[src/rtl/rc6_arbiter_if.sv]
// ---------------------------------------------------------------------------
// rc6_arbiter_if
// Bundle of every signal between the two-requester RC6 arbiter, its two
// requesters and the shared RC6 engine.
//
//   Requester side : req0/1, zset0/1, datain0/1  (towards the arbiter)
//                    done0/1, dataout0/1, err0/1 (back to the requesters)
//   Engine side    : eng_start, eng_zset, eng_datain (towards the engine)
//                    eng_done, eng_dataout           (back from the engine)
//   Status         : gnt (one-hot engine owner), ops_count (completed ops)
//
// Modports:
//   slave  - the arbiter's view
//   master - the environment's view (requesters plus engine)
// ---------------------------------------------------------------------------
interface rc6_arbiter_if;

    logic         req0;
    logic         req1;
    logic         zset0;
    logic         zset1;
    logic [127:0] datain0;
    logic [127:0] datain1;

    logic         done0;
    logic         done1;
    logic [127:0] dataout0;
    logic [127:0] dataout1;
    logic         err0;
    logic         err1;

    logic [1:0]   gnt;
    logic         eng_start;
    logic         eng_zset;
    logic [127:0] eng_datain;
    logic         eng_done;
    logic [127:0] eng_dataout;
    logic [15:0]  ops_count;

    modport slave (
        input  req0, req1, zset0, zset1, datain0, datain1,
        input  eng_done, eng_dataout,
        output done0, done1, dataout0, dataout1, err0, err1,
        output gnt, eng_start, eng_zset, eng_datain, ops_count
    );

    modport master (
        output req0, req1, zset0, zset1, datain0, datain1,
        output eng_done, eng_dataout,
        input  done0, done1, dataout0, dataout1, err0, err1,
        input  gnt, eng_start, eng_zset, eng_datain, ops_count
    );

endinterface

[src/rtl/rc6_arbiter.sv]
// ---------------------------------------------------------------------------
// rc6_arbiter
// Shares one RC6 engine between two requesters. Round-robin arbitration on a
// 1-bit last-served pointer, one operation in flight at a time, one-cycle
// done pulse per completed operation and a 16-bit wrapping operation count.
//
// Ports:
//   clk   - single clock, rising edge
//   reset - asynchronous, active-high
//   bus   - rc6_arbiter_if.slave: requester handshakes, engine handshake,
//           gnt and ops_count (see rc6_arbiter_if.sv)
//
// Parameter:
//   TIMEOUT - engine-response watchdog limit in cycles (default 64)
//
// Optional feature macro: RC6_ARB_TIMEOUT_EN
//   defined   - a watchdog counts BUSY cycles; after TIMEOUT cycles without
//               eng_done the operation completes with dataout 0 and err set
//   undefined - no watchdog, BUSY waits for eng_done forever, err0/err1 = 0
//
// Latency: a request seen in IDLE at cycle N gives eng_start at N+1; done_k
// follows eng_done by one cycle. At least one IDLE cycle separates two
// operations because RESP never re-arbitrates.
// ---------------------------------------------------------------------------
module rc6_arbiter #(
    parameter int TIMEOUT = 64
) (
    input  logic         clk,
    input  logic         reset,
    rc6_arbiter_if.slave bus
);

    typedef enum logic [3:0] {
        IDLE   = 4'b0001,
        LAUNCH = 4'b0010,
        BUSY   = 4'b0100,
        RESP   = 4'b1000
    } state_t;

    // A watchdog of zero cycles is meaningless; refuse to elaborate it.
    if (TIMEOUT < 1) begin : g_timeout_range
        $error("rc6_arbiter: TIMEOUT must be at least 1");
    end

    // Round-robin pick: 1 selects requester 1. ptr is the last-served
    // requester, so on a tie the other one wins.
    function automatic logic arb_pick1(input logic r0, input logic r1, input logic ptr);
        arb_pick1 = r1 & (~r0 | ~ptr);
    endfunction

    state_t       state_r;
    state_t       state_nxt_s;

    logic [1:0]   gnt_r;
    logic [1:0]   gnt_nxt_s;
    logic         ptr_r;
    logic         ptr_nxt_s;
    logic         eng_start_r;
    logic         eng_start_nxt_s;
    logic         eng_zset_r;
    logic         eng_zset_nxt_s;
    logic [127:0] eng_datain_r;
    logic [127:0] eng_datain_nxt_s;
    logic         done0_r;
    logic         done0_nxt_s;
    logic         done1_r;
    logic         done1_nxt_s;
    logic [127:0] dataout0_r;
    logic [127:0] dataout0_nxt_s;
    logic [127:0] dataout1_r;
    logic [127:0] dataout1_nxt_s;
    logic [15:0]  ops_count_r;
    logic [15:0]  ops_count_nxt_s;

`ifdef RC6_ARB_TIMEOUT_EN
    localparam int               TMO_W    = (TIMEOUT > 1) ? $clog2(TIMEOUT) : 1;
    localparam logic [TMO_W-1:0] TMO_LAST = TMO_W'(TIMEOUT - 1);
    localparam logic [TMO_W-1:0] TMO_ONE  = TMO_W'(1);

    logic [TMO_W-1:0] tmo_cnt_r;
    logic [TMO_W-1:0] tmo_cnt_nxt_s;
    logic             err0_r;
    logic             err0_nxt_s;
    logic             err1_r;
    logic             err1_nxt_s;
`endif

    // Next-state and next-output logic for the IDLE/LAUNCH/BUSY/RESP sequencer.
    always_comb begin
        state_nxt_s      = state_r;
        gnt_nxt_s        = gnt_r;
        ptr_nxt_s        = ptr_r;
        eng_start_nxt_s  = 1'b0;
        eng_zset_nxt_s   = eng_zset_r;
        eng_datain_nxt_s = eng_datain_r;
        done0_nxt_s      = 1'b0;
        done1_nxt_s      = 1'b0;
        dataout0_nxt_s   = dataout0_r;
        dataout1_nxt_s   = dataout1_r;
        ops_count_nxt_s  = ops_count_r;
`ifdef RC6_ARB_TIMEOUT_EN
        tmo_cnt_nxt_s    = tmo_cnt_r;
        err0_nxt_s       = 1'b0;
        err1_nxt_s       = 1'b0;
`endif

        case (state_r)
            IDLE: begin
                gnt_nxt_s = 2'b00;
                // Requester inputs are only ever sampled here; the engine
                // registers then hold them for the whole operation.
                if (bus.req0 || bus.req1) begin
                    if (arb_pick1(bus.req0, bus.req1, ptr_r)) begin
                        gnt_nxt_s        = 2'b10;
                        eng_zset_nxt_s   = bus.zset1;
                        eng_datain_nxt_s = bus.datain1;
                    end else begin
                        gnt_nxt_s        = 2'b01;
                        eng_zset_nxt_s   = bus.zset0;
                        eng_datain_nxt_s = bus.datain0;
                    end
                    eng_start_nxt_s = 1'b1;
                    state_nxt_s     = LAUNCH;
                end else begin
                    state_nxt_s = IDLE;
                end
            end

            LAUNCH: begin
`ifdef RC6_ARB_TIMEOUT_EN
                tmo_cnt_nxt_s = {TMO_W{1'b0}};
`endif
                state_nxt_s = BUSY;
            end

            BUSY: begin
                if (bus.eng_done) begin
                    if (gnt_r[1]) begin
                        dataout1_nxt_s = bus.eng_dataout;
                    end else begin
                        dataout0_nxt_s = bus.eng_dataout;
                    end
                    done0_nxt_s     = gnt_r[0];
                    done1_nxt_s     = gnt_r[1];
                    ops_count_nxt_s = ops_count_r + 16'd1;
                    state_nxt_s     = RESP;
                end
`ifdef RC6_ARB_TIMEOUT_EN
                // Watchdog expiry: finish the operation with a zero result
                // and the error flag so the requester is never stranded.
                else if (tmo_cnt_r == TMO_LAST) begin
                    if (gnt_r[1]) begin
                        dataout1_nxt_s = 128'd0;
                    end else begin
                        dataout0_nxt_s = 128'd0;
                    end
                    done0_nxt_s     = gnt_r[0];
                    done1_nxt_s     = gnt_r[1];
                    err0_nxt_s      = gnt_r[0];
                    err1_nxt_s      = gnt_r[1];
                    ops_count_nxt_s = ops_count_r + 16'd1;
                    state_nxt_s     = RESP;
                end else begin
                    tmo_cnt_nxt_s = tmo_cnt_r + TMO_ONE;
                    state_nxt_s   = BUSY;
                end
`else
                else begin
                    state_nxt_s = BUSY;
                end
`endif
            end

            RESP: begin
                // done_k is visible this cycle; hand the engine back and
                // remember who was just served.
                ptr_nxt_s   = gnt_r[1];
                gnt_nxt_s   = 2'b00;
                state_nxt_s = IDLE;
            end

            default: begin
                // Not a legal one-hot code: drop the engine and recover.
                gnt_nxt_s   = 2'b00;
                state_nxt_s = IDLE;
            end
        endcase
    end

    // State register.
    always_ff @(posedge clk or posedge reset) begin
        if (reset) begin
            state_r <= IDLE;
        end else begin
            state_r <= state_nxt_s;
        end
    end

    // Datapath and output registers; every output comes straight from a flop.
    always_ff @(posedge clk or posedge reset) begin
        if (reset) begin
            gnt_r        <= 2'b00;
            ptr_r        <= 1'b1;
            eng_start_r  <= 1'b0;
            eng_zset_r   <= 1'b0;
            eng_datain_r <= 128'd0;
            done0_r      <= 1'b0;
            done1_r      <= 1'b0;
            dataout0_r   <= 128'd0;
            dataout1_r   <= 128'd0;
            ops_count_r  <= 16'd0;
        end else begin
            gnt_r        <= gnt_nxt_s;
            ptr_r        <= ptr_nxt_s;
            eng_start_r  <= eng_start_nxt_s;
            eng_zset_r   <= eng_zset_nxt_s;
            eng_datain_r <= eng_datain_nxt_s;
            done0_r      <= done0_nxt_s;
            done1_r      <= done1_nxt_s;
            dataout0_r   <= dataout0_nxt_s;
            dataout1_r   <= dataout1_nxt_s;
            ops_count_r  <= ops_count_nxt_s;
        end
    end

`ifdef RC6_ARB_TIMEOUT_EN
    // Watchdog counter and error flags.
    always_ff @(posedge clk or posedge reset) begin
        if (reset) begin
            tmo_cnt_r <= {TMO_W{1'b0}};
            err0_r    <= 1'b0;
            err1_r    <= 1'b0;
        end else begin
            tmo_cnt_r <= tmo_cnt_nxt_s;
            err0_r    <= err0_nxt_s;
            err1_r    <= err1_nxt_s;
        end
    end

    assign bus.err0 = err0_r;
    assign bus.err1 = err1_r;
`else
    assign bus.err0 = 1'b0;
    assign bus.err1 = 1'b0;
`endif

    assign bus.gnt        = gnt_r;
    assign bus.eng_start  = eng_start_r;
    assign bus.eng_zset   = eng_zset_r;
    assign bus.eng_datain = eng_datain_r;
    assign bus.done0      = done0_r;
    assign bus.done1      = done1_r;
    assign bus.dataout0   = dataout0_r;
    assign bus.dataout1   = dataout1_r;
    assign bus.ops_count  = ops_count_r;

endmodule

[src/flat_wrapper.sv]
// flat-port wrapper written by rule: the top's interface ports become plain ports
module rc6_arbiter_flat 
#(
    parameter int TIMEOUT = 64
)
  (clk, reset, bus_req0, bus_req1, bus_zset0, bus_zset1, bus_datain0, bus_datain1, bus_eng_done, bus_eng_dataout, bus_done0, bus_done1, bus_dataout0, bus_dataout1, bus_err0, bus_err1, bus_gnt, bus_eng_start, bus_eng_zset, bus_eng_datain, bus_ops_count);
  rc6_arbiter_if bus_i ();
  input  logic clk;
  input  logic reset;
  input wire logic [$bits(bus_i.req0)-1:0] bus_req0;
  input wire logic [$bits(bus_i.req1)-1:0] bus_req1;
  input wire logic [$bits(bus_i.zset0)-1:0] bus_zset0;
  input wire logic [$bits(bus_i.zset1)-1:0] bus_zset1;
  input wire logic [$bits(bus_i.datain0)-1:0] bus_datain0;
  input wire logic [$bits(bus_i.datain1)-1:0] bus_datain1;
  input wire logic [$bits(bus_i.eng_done)-1:0] bus_eng_done;
  input wire logic [$bits(bus_i.eng_dataout)-1:0] bus_eng_dataout;
  output wire logic [$bits(bus_i.done0)-1:0] bus_done0;
  output wire logic [$bits(bus_i.done1)-1:0] bus_done1;
  output wire logic [$bits(bus_i.dataout0)-1:0] bus_dataout0;
  output wire logic [$bits(bus_i.dataout1)-1:0] bus_dataout1;
  output wire logic [$bits(bus_i.err0)-1:0] bus_err0;
  output wire logic [$bits(bus_i.err1)-1:0] bus_err1;
  output wire logic [$bits(bus_i.gnt)-1:0] bus_gnt;
  output wire logic [$bits(bus_i.eng_start)-1:0] bus_eng_start;
  output wire logic [$bits(bus_i.eng_zset)-1:0] bus_eng_zset;
  output wire logic [$bits(bus_i.eng_datain)-1:0] bus_eng_datain;
  output wire logic [$bits(bus_i.ops_count)-1:0] bus_ops_count;
  assign bus_i.req0 = bus_req0;
  assign bus_i.req1 = bus_req1;
  assign bus_i.zset0 = bus_zset0;
  assign bus_i.zset1 = bus_zset1;
  assign bus_i.datain0 = bus_datain0;
  assign bus_i.datain1 = bus_datain1;
  assign bus_i.eng_done = bus_eng_done;
  assign bus_i.eng_dataout = bus_eng_dataout;
  assign bus_done0 = bus_i.done0;
  assign bus_done1 = bus_i.done1;
  assign bus_dataout0 = bus_i.dataout0;
  assign bus_dataout1 = bus_i.dataout1;
  assign bus_err0 = bus_i.err0;
  assign bus_err1 = bus_i.err1;
  assign bus_gnt = bus_i.gnt;
  assign bus_eng_start = bus_i.eng_start;
  assign bus_eng_zset = bus_i.eng_zset;
  assign bus_eng_datain = bus_i.eng_datain;
  assign bus_ops_count = bus_i.ops_count;
  rc6_arbiter #(.TIMEOUT(TIMEOUT)) u_core (.clk(clk), .reset(reset), .bus(bus_i));
endmodule
[config.mk]
export PLATFORM = sky130hd
export DESIGN_NAME = rc6_arbiter_flat
export DESIGN_NICKNAME = d
export VERILOG_FILES = /design/src/rtl/rc6_arbiter_if.sv /design/src/rtl/rc6_arbiter.sv /design/src/flat_wrapper.sv
export SDC_FILE = /design/constraint.sdc
export NUM_CORES = 1
export LEC_CHECK = 0
export ABC_AREA = 1
export BUFFER_PORTS_ARGS = -buffer_cell sky130_fd_sc_hd__buf_4
export CORE_AREA = 10 10 300 302
export CTS_CLUSTER_DIAMETER = 60
export CTS_CLUSTER_SIZE = 12
export DETAILED_ROUTE_END_ITERATION = 16
export DIE_AREA = 0 0 310 312
export PLACE_DENSITY_LB_ADDON = 0.12
export SLEW_MARGIN = 5
export SYNTH_ARGS = -nofsm -noshare
export SYNTH_HDL_FRONTEND = slang
export SYNTH_SLANG_ARGS = --single-unit
[constraint.sdc]
create_clock -name clk -period 11.68 [get_ports clk]
set_clock_uncertainty 0.05 [all_clocks]
set_input_delay 0 -clock clk [delete_from_list [all_inputs] [get_ports clk]]
set_output_delay 0 -clock clk [all_outputs]
set_load 0.01 [all_outputs]
* Yosys cells after proc, flatten, opt, wreduce, memory -nomap -nowiden
Index checks and enable logic that the tools add are counted.
Cells by class: eq/ne operators 4, add/subtract/negate cells 1, multiplexer cells 14, reduce and logical (&&, ||, !) cells 6, bitwise logic cells 5
Operators with widths (number):
- 128-bit 2-to-1 mux | 1
- 16-bit by 1-bit adder with 16-bit output, second input constant | 1
- 4-bit one-hot mux with 3 select lines | 1
- 1-bit 2-to-1 mux | 7
- 2-bit 2-to-1 mux | 3
- 3-bit AND reduction | 2
- 4-bit by 1-bit == test with 1-bit output, second input constant | 1
- 4-bit by 2-bit == test with 1-bit output, second input constant | 1
- 4-bit by 3-bit == test with 1-bit output, second input constant | 1
- 4-bit == test, second input constant | 1
- 4-bit 2-to-1 mux | 1
- 2-bit one-hot mux with 2 select lines | 1
- 2-bit AND reduction | 2
- 1-bit inverter | 3
- 2-bit OR reduction | 1
- 1-bit AND | 1
- 1-bit logical OR | 1
- 1-bit OR | 1
Word-level totals: word-level logic and storage cells 41, input port bits 391, flip-flop bits (word level) 411, output and inout port bits 408

* Depth between registers and ports, before layout
word-level depth 6, gate-level depth with buffers 9, depth with buffers taken out 8

* Least setup slack after synthesis
Ideal clock, no wire load.
path type reg-to-reg, start register u_core.state_r[1], end register u_core.dataout1_r[1] (netlist: u_core.bus.dataout1[1]), setup time 0.130 ns, clock period less this slack 1.516 ns, stages on the path, launching flop included 9, arrival 1.336 ns, path buffers 2, required time 11.500 ns, path slack 10.164 ns, cells stage by stage dfrtp_1 > nor2_2 > nand3_4 > inv_4 > nand2_4 > buf_2 > buf_2 > nand2_1 > o21ai_1
Between the ends: longest elaborated chain between the ends 2
RTL lines:
- start, declared | line rc6_arbiter.sv:51 | state_t state_r;
- start signal, assigned | line rc6_arbiter.sv:195 | state_r <= state_nxt_s;
- 4-bit by 3-bit == test with 1-bit output | line rc6_arbiter.sv:107 | case (state_r)
- 3-bit AND reduction (no source line)
- end signal, assigned | line rc6_arbiter.sv:221 | dataout1_r <= dataout1_nxt_s;
- end, declared | line rc6_arbiter.sv:70 | logic [127:0] dataout1_r;
No other way between the ends. A chain may end at the register's enable or synchronous reset.

* Final worst setup path
start register u_core.ptr_r, end register u_core.eng_datain_r[7] (netlist: u_core.bus.eng_datain[7])
Between the ends: longest elaborated chain between the ends 4
RTL lines:
- start, declared | line rc6_arbiter.sv:56 | logic ptr_r;
- start signal, assigned | line rc6_arbiter.sv:214 | ptr_r <= ptr_nxt_s;
- 1-bit inverter | line rc6_arbiter.sv:48 | arb_pick1 = r1 & (~r0 | ~ptr);
- 1-bit OR | line rc6_arbiter.sv:48
- 1-bit AND | line rc6_arbiter.sv:48
- 128-bit 2-to-1 mux | line rc6_arbiter.sv:113 | if (arb_pick1(bus.req0, bus.req1, ptr_r)) begin
- end signal, assigned | line rc6_arbiter.sv:217 | eng_datain_r <= eng_datain_nxt_s;
- end, declared | line rc6_arbiter.sv:62 | logic [127:0] eng_datain_r;
No other way between the ends.

==> reports/results.md <==
## Run status
- outcome: finished clean

## Synthesis
- most common flop cell mapped by yosys: sky130_fd_sc_hd__dfrtp_1
- proportion of synthesized chip area in sequential cells: 58.3%
- cells after synthesis: 2098
- largest cells by area after synthesis: sky130_fd_sc_hd__dfrtp_1 58%, sky130_fd_sc_hd__nand2_1 18%, sky130_fd_sc_hd__o21ai_1 6.8%
- share of Yosys cell area claimed by the top area cell type: 58.0%
- Synth Area per Inst: 8.39 um^2
- warnings from Yosys: 0
- flip-flop and latch count after synthesis: 410
- top post-synthesis cells by count: 830 x sky130_fd_sc_hd__nand2_1, 408 x sky130_fd_sc_hd__dfrtp_1, 240 x sky130_fd_sc_hd__o21ai_1, 148 x sky130_fd_sc_hd__o21ai_0, 146 x sky130_fd_sc_hd__inv_1
- number of enable flip-flop cells after synthesis: 0
- biggest area consumer among synthesized cells: sky130_fd_sc_hd__dfrtp_1
- Distinct cells, synth: 23
- post-synthesis async set-or-reset flop share: 100%
- most numerous cell in the Yosys netlist: sky130_fd_sc_hd__nand2_1
- summed instance area of the synthesized netlist: 0.0176 mm^2

## Die
- die area: 0.0967 mm^2
- placeable core region: 0.0843 mm^2
- IO Pins: 799
- Std-Cell Rows: 107
- die width: 310 um
- height of the die: 312 um
- starting utilization of the core area: 20.9%

## Global routing
- antenna violations before repair: 3
- Total Routing Usage GR: 16.5%
- Congestion Overflow GR: 0
- maximum number of pins on one net before global-route repair: 165
- wire length of the first global-routing pass: 124 mm
- via count of the first global-routing pass: 19400

## Setup path
- critical register-to-register path startpoint: u_core.ptr_r$_DFFE_PP1N_
- CP Launch Point: u_core.ptr_r$_DFFE_PP1N_
- critical path fanouts, max: 89
- r2r setup slk: 7.76 ns
- critical path capture point: u_core.bus.eng_datain[7]$_DFFE_PP0P_
- cells on worst reg2reg path: 9
- kind of launch point of the worst setup path: register
- Critical Path End Type: register
- worst path arrival time: 4.38 ns
- classification of the worst setup path: register to register
- critical register-to-register path endpoint: u_core.bus.eng_datain[7]$_DFFE_PP0P_
- Data required, critical path: 12.14 ns

## Placed design
- DP Cell Count: 3852
- Routability Congestion: 0.881
- I/O Buffers: 796
- dpl hpwl: 61.0 mm

## Job
- number of max-cap violations: 0

## Detailed routing
- drt wl/cell: 19.1 um
- post-detailed-route count of antenna-violating nets: 0
- DR vias: 18200
- Via density: 4.21
- total DRC errors in the routed layout: 0
- total iterations of the first detailed-routing run: 5
- 1st-iter DRT viols: 1090
- aggregate routed wire length: 82.7 mm

## Clocking
- Longest Clk Path Bufs: 3
- total clock buffers created by CTS: 49
- clock input transition at the sequential cells of the worst setup and hold paths: 0.06 ns
- clock sinks: 410
- number of H-tree levels: 2
- CTS tree: yes
- root buffer cell: sky130_fd_sc_hd__clkbuf_16
- Clock Latency Late Sink: 0.57 ns

## Pwr
- Max IR drop VDD: 0.000149 V
- Static Leakage: 15.7 nW
- pwr/cell area: 206 mW/mm^2

## Cells and area
- filler-free cell count of the finished design: 4335
- share of the core filled with cells: 35.4%
- proportion of layout cells with a drive suffix above 1: 27.5%
- layout overhead on the synthesized area: 69.5%
- nets: 3613

## STA
- Final Hold Viols: 0
- Setup Total Neg Slack: 0 ns
- maximum operating frequency: 0.255 GHz
- Final setup violation count: 0
- Tightest Pin Transition: 1.15 ns
- fin crit share: 33.6%
- setup repair after global routing missed its margin: false
- Slew HR: 23.0%
- post-layout minimum cycle time: 3.92 ns
- Final Max Tran Viols: 0

## Hold path
- path type of the worst min-delay path: input port to asynchronous set/reset pin

## power by group
group,switching [mW],internal (mW)
Combinational,1.37,1.14
Clock,0.628,0.800
Sequential,0.290,1.91
Total,2.29,3.85
## logic make-up (layout without fill, tap and decap cells)
logic type	Yosys count	after routing	synth area share, %
adder cells (fa/ha/maj)	1	1	0.0711
AND/OR/NAND/NOR	1001	1001	22.7
AO/OA/AOI/OAI	388	388	11.0
XOR/XNOR	6	6	0.299
flip-flops	410	410	58.3
buffers and inverters	291	1436	7.55
other	1	3	0.0213
## how the worst min path moves through the flow
stage / start / endpoint / cells after the start
2_1_floorplan: bus_eng_done / u_core.state_r[2]$_DFF_PP0_ / 1
3_3_place_gp: reset / u_core.bus.dataout1[102]$_DFFE_PP0P_ / 2
3_5_place_dp: reset / u_core.bus.dataout1[102]$_DFFE_PP0P_ / 2
4_1_cts: reset / u_core.bus.dataout1[102]$_DFFE_PP0P_ / 3
5_1_grt: reset / u_core.bus.dataout1[102]$_DFFE_PP0P_ / 3
6_report: reset / u_core.bus.dataout1[102]$_DFFE_PP0P_ / 3
## stage by stage
stage	total power [mW]	instance area [um^2]	worst slack, ns	hold slack, ns
global route	6.60	29800	7.42	0.137
CTS	6.27	29800	7.72	0.0984
global placement	4.55	24300	8.56	0.163
finish	6.14	29800	7.76	0.0954
detailed placement	4.58	24300	8.46	0.178
floorplan	3.18	17600	0.225	0.0581
## final cells by class
type                    instances  area [um^2]
fillers                      8750        54500
clock buffers                  54         1260
well taps                    1090         1360
repair buffers               1215        10200
inverters                     147          562
diodes                          1         2.50
multi-input cells            1398         6060
flip-flops and latches        410        10300
clock inverters                20          180
## flip-flops by register name (all words and copies together), names as in the netlist
signal / flops
u_core.state_r: 4
u_core.bus.eng_zset: 1
u_core.bus.gnt: 2
u_core.ptr_r: 1
u_core.bus.done0: 1
u_core.bus.dataout1: 128
u_core.bus.ops_count: 16
u_core.bus.dataout0: 128
u_core.bus.done1: 1
u_core.bus.eng_datain: 128
## routing by layer
metal	vias up	track usage (%)	share of wire [%]
met5	-	0	0
met4	0	3.95	2.2
met3	83	6.01	9.8
met2	639	27.8	48
met1	8638	19.8	40
li1	8876	-	-
## worst max-delay path, stage by stage (launching register included)
cell	delay (ns)
sky130_fd_sc_hd__dfstp_2	0.55
sky130_fd_sc_hd__nand2_4	0.23
sky130_fd_sc_hd__nand2_4	0.47
sky130_fd_sc_hd__buf_4	0.74
sky130_fd_sc_hd__nand2_1	0.26
sky130_fd_sc_hd__nand2_1	0.18
sky130_fd_sc_hd__dlygate4sd3_1	0.60
sky130_fd_sc_hd__nand2_1	0.06
sky130_fd_sc_hd__nand2_1	0.10
sky130_fd_sc_hd__dlygate4sd3_1	0.54
## cells in the final DEF (no fill, tap or decap), types with 2 or more instances in the layout
cell / count
sky130_fd_sc_hd__nand2_1: 827
sky130_fd_sc_hd__buf_4: 806
sky130_fd_sc_hd__dlygate4sd3_1: 408
sky130_fd_sc_hd__dfrtp_1: 408
sky130_fd_sc_hd__o21ai_1: 240
sky130_fd_sc_hd__o21ai_0: 148
sky130_fd_sc_hd__inv_1: 145
sky130_fd_sc_hd__nand3_1: 137
sky130_fd_sc_hd__clkbuf_16: 49
sky130_fd_sc_hd__nor2_1: 20
sky130_fd_sc_hd__xor2_1: 6
sky130_fd_sc_hd__nand3b_1: 6
sky130_fd_sc_hd__clkinv_4: 6
sky130_fd_sc_hd__clkinvlp_4: 6
sky130_fd_sc_hd__nand2_4: 3
sky130_fd_sc_hd__clkbuf_1: 3
sky130_fd_sc_hd__inv_6: 3
sky130_fd_sc_hd__clkinv_2: 3
sky130_fd_sc_hd__nor2_2: 2
sky130_fd_sc_hd__nand2_8: 2
sky130_fd_sc_hd__nor2_4: 2
sky130_fd_sc_hd__inv_8: 2
sky130_fd_sc_hd__conb_1: 2
sky130_fd_sc_hd__clkbuf_8: 2
sky130_fd_sc_hd__dfstp_2: 2
## repair_timing
action,CTS,global route
buffers inserted,0,0
hold buffers,408,0
hold endpoints to repair,498,0
resized for setup,0,0
Power figures use the tool's default switching activity.
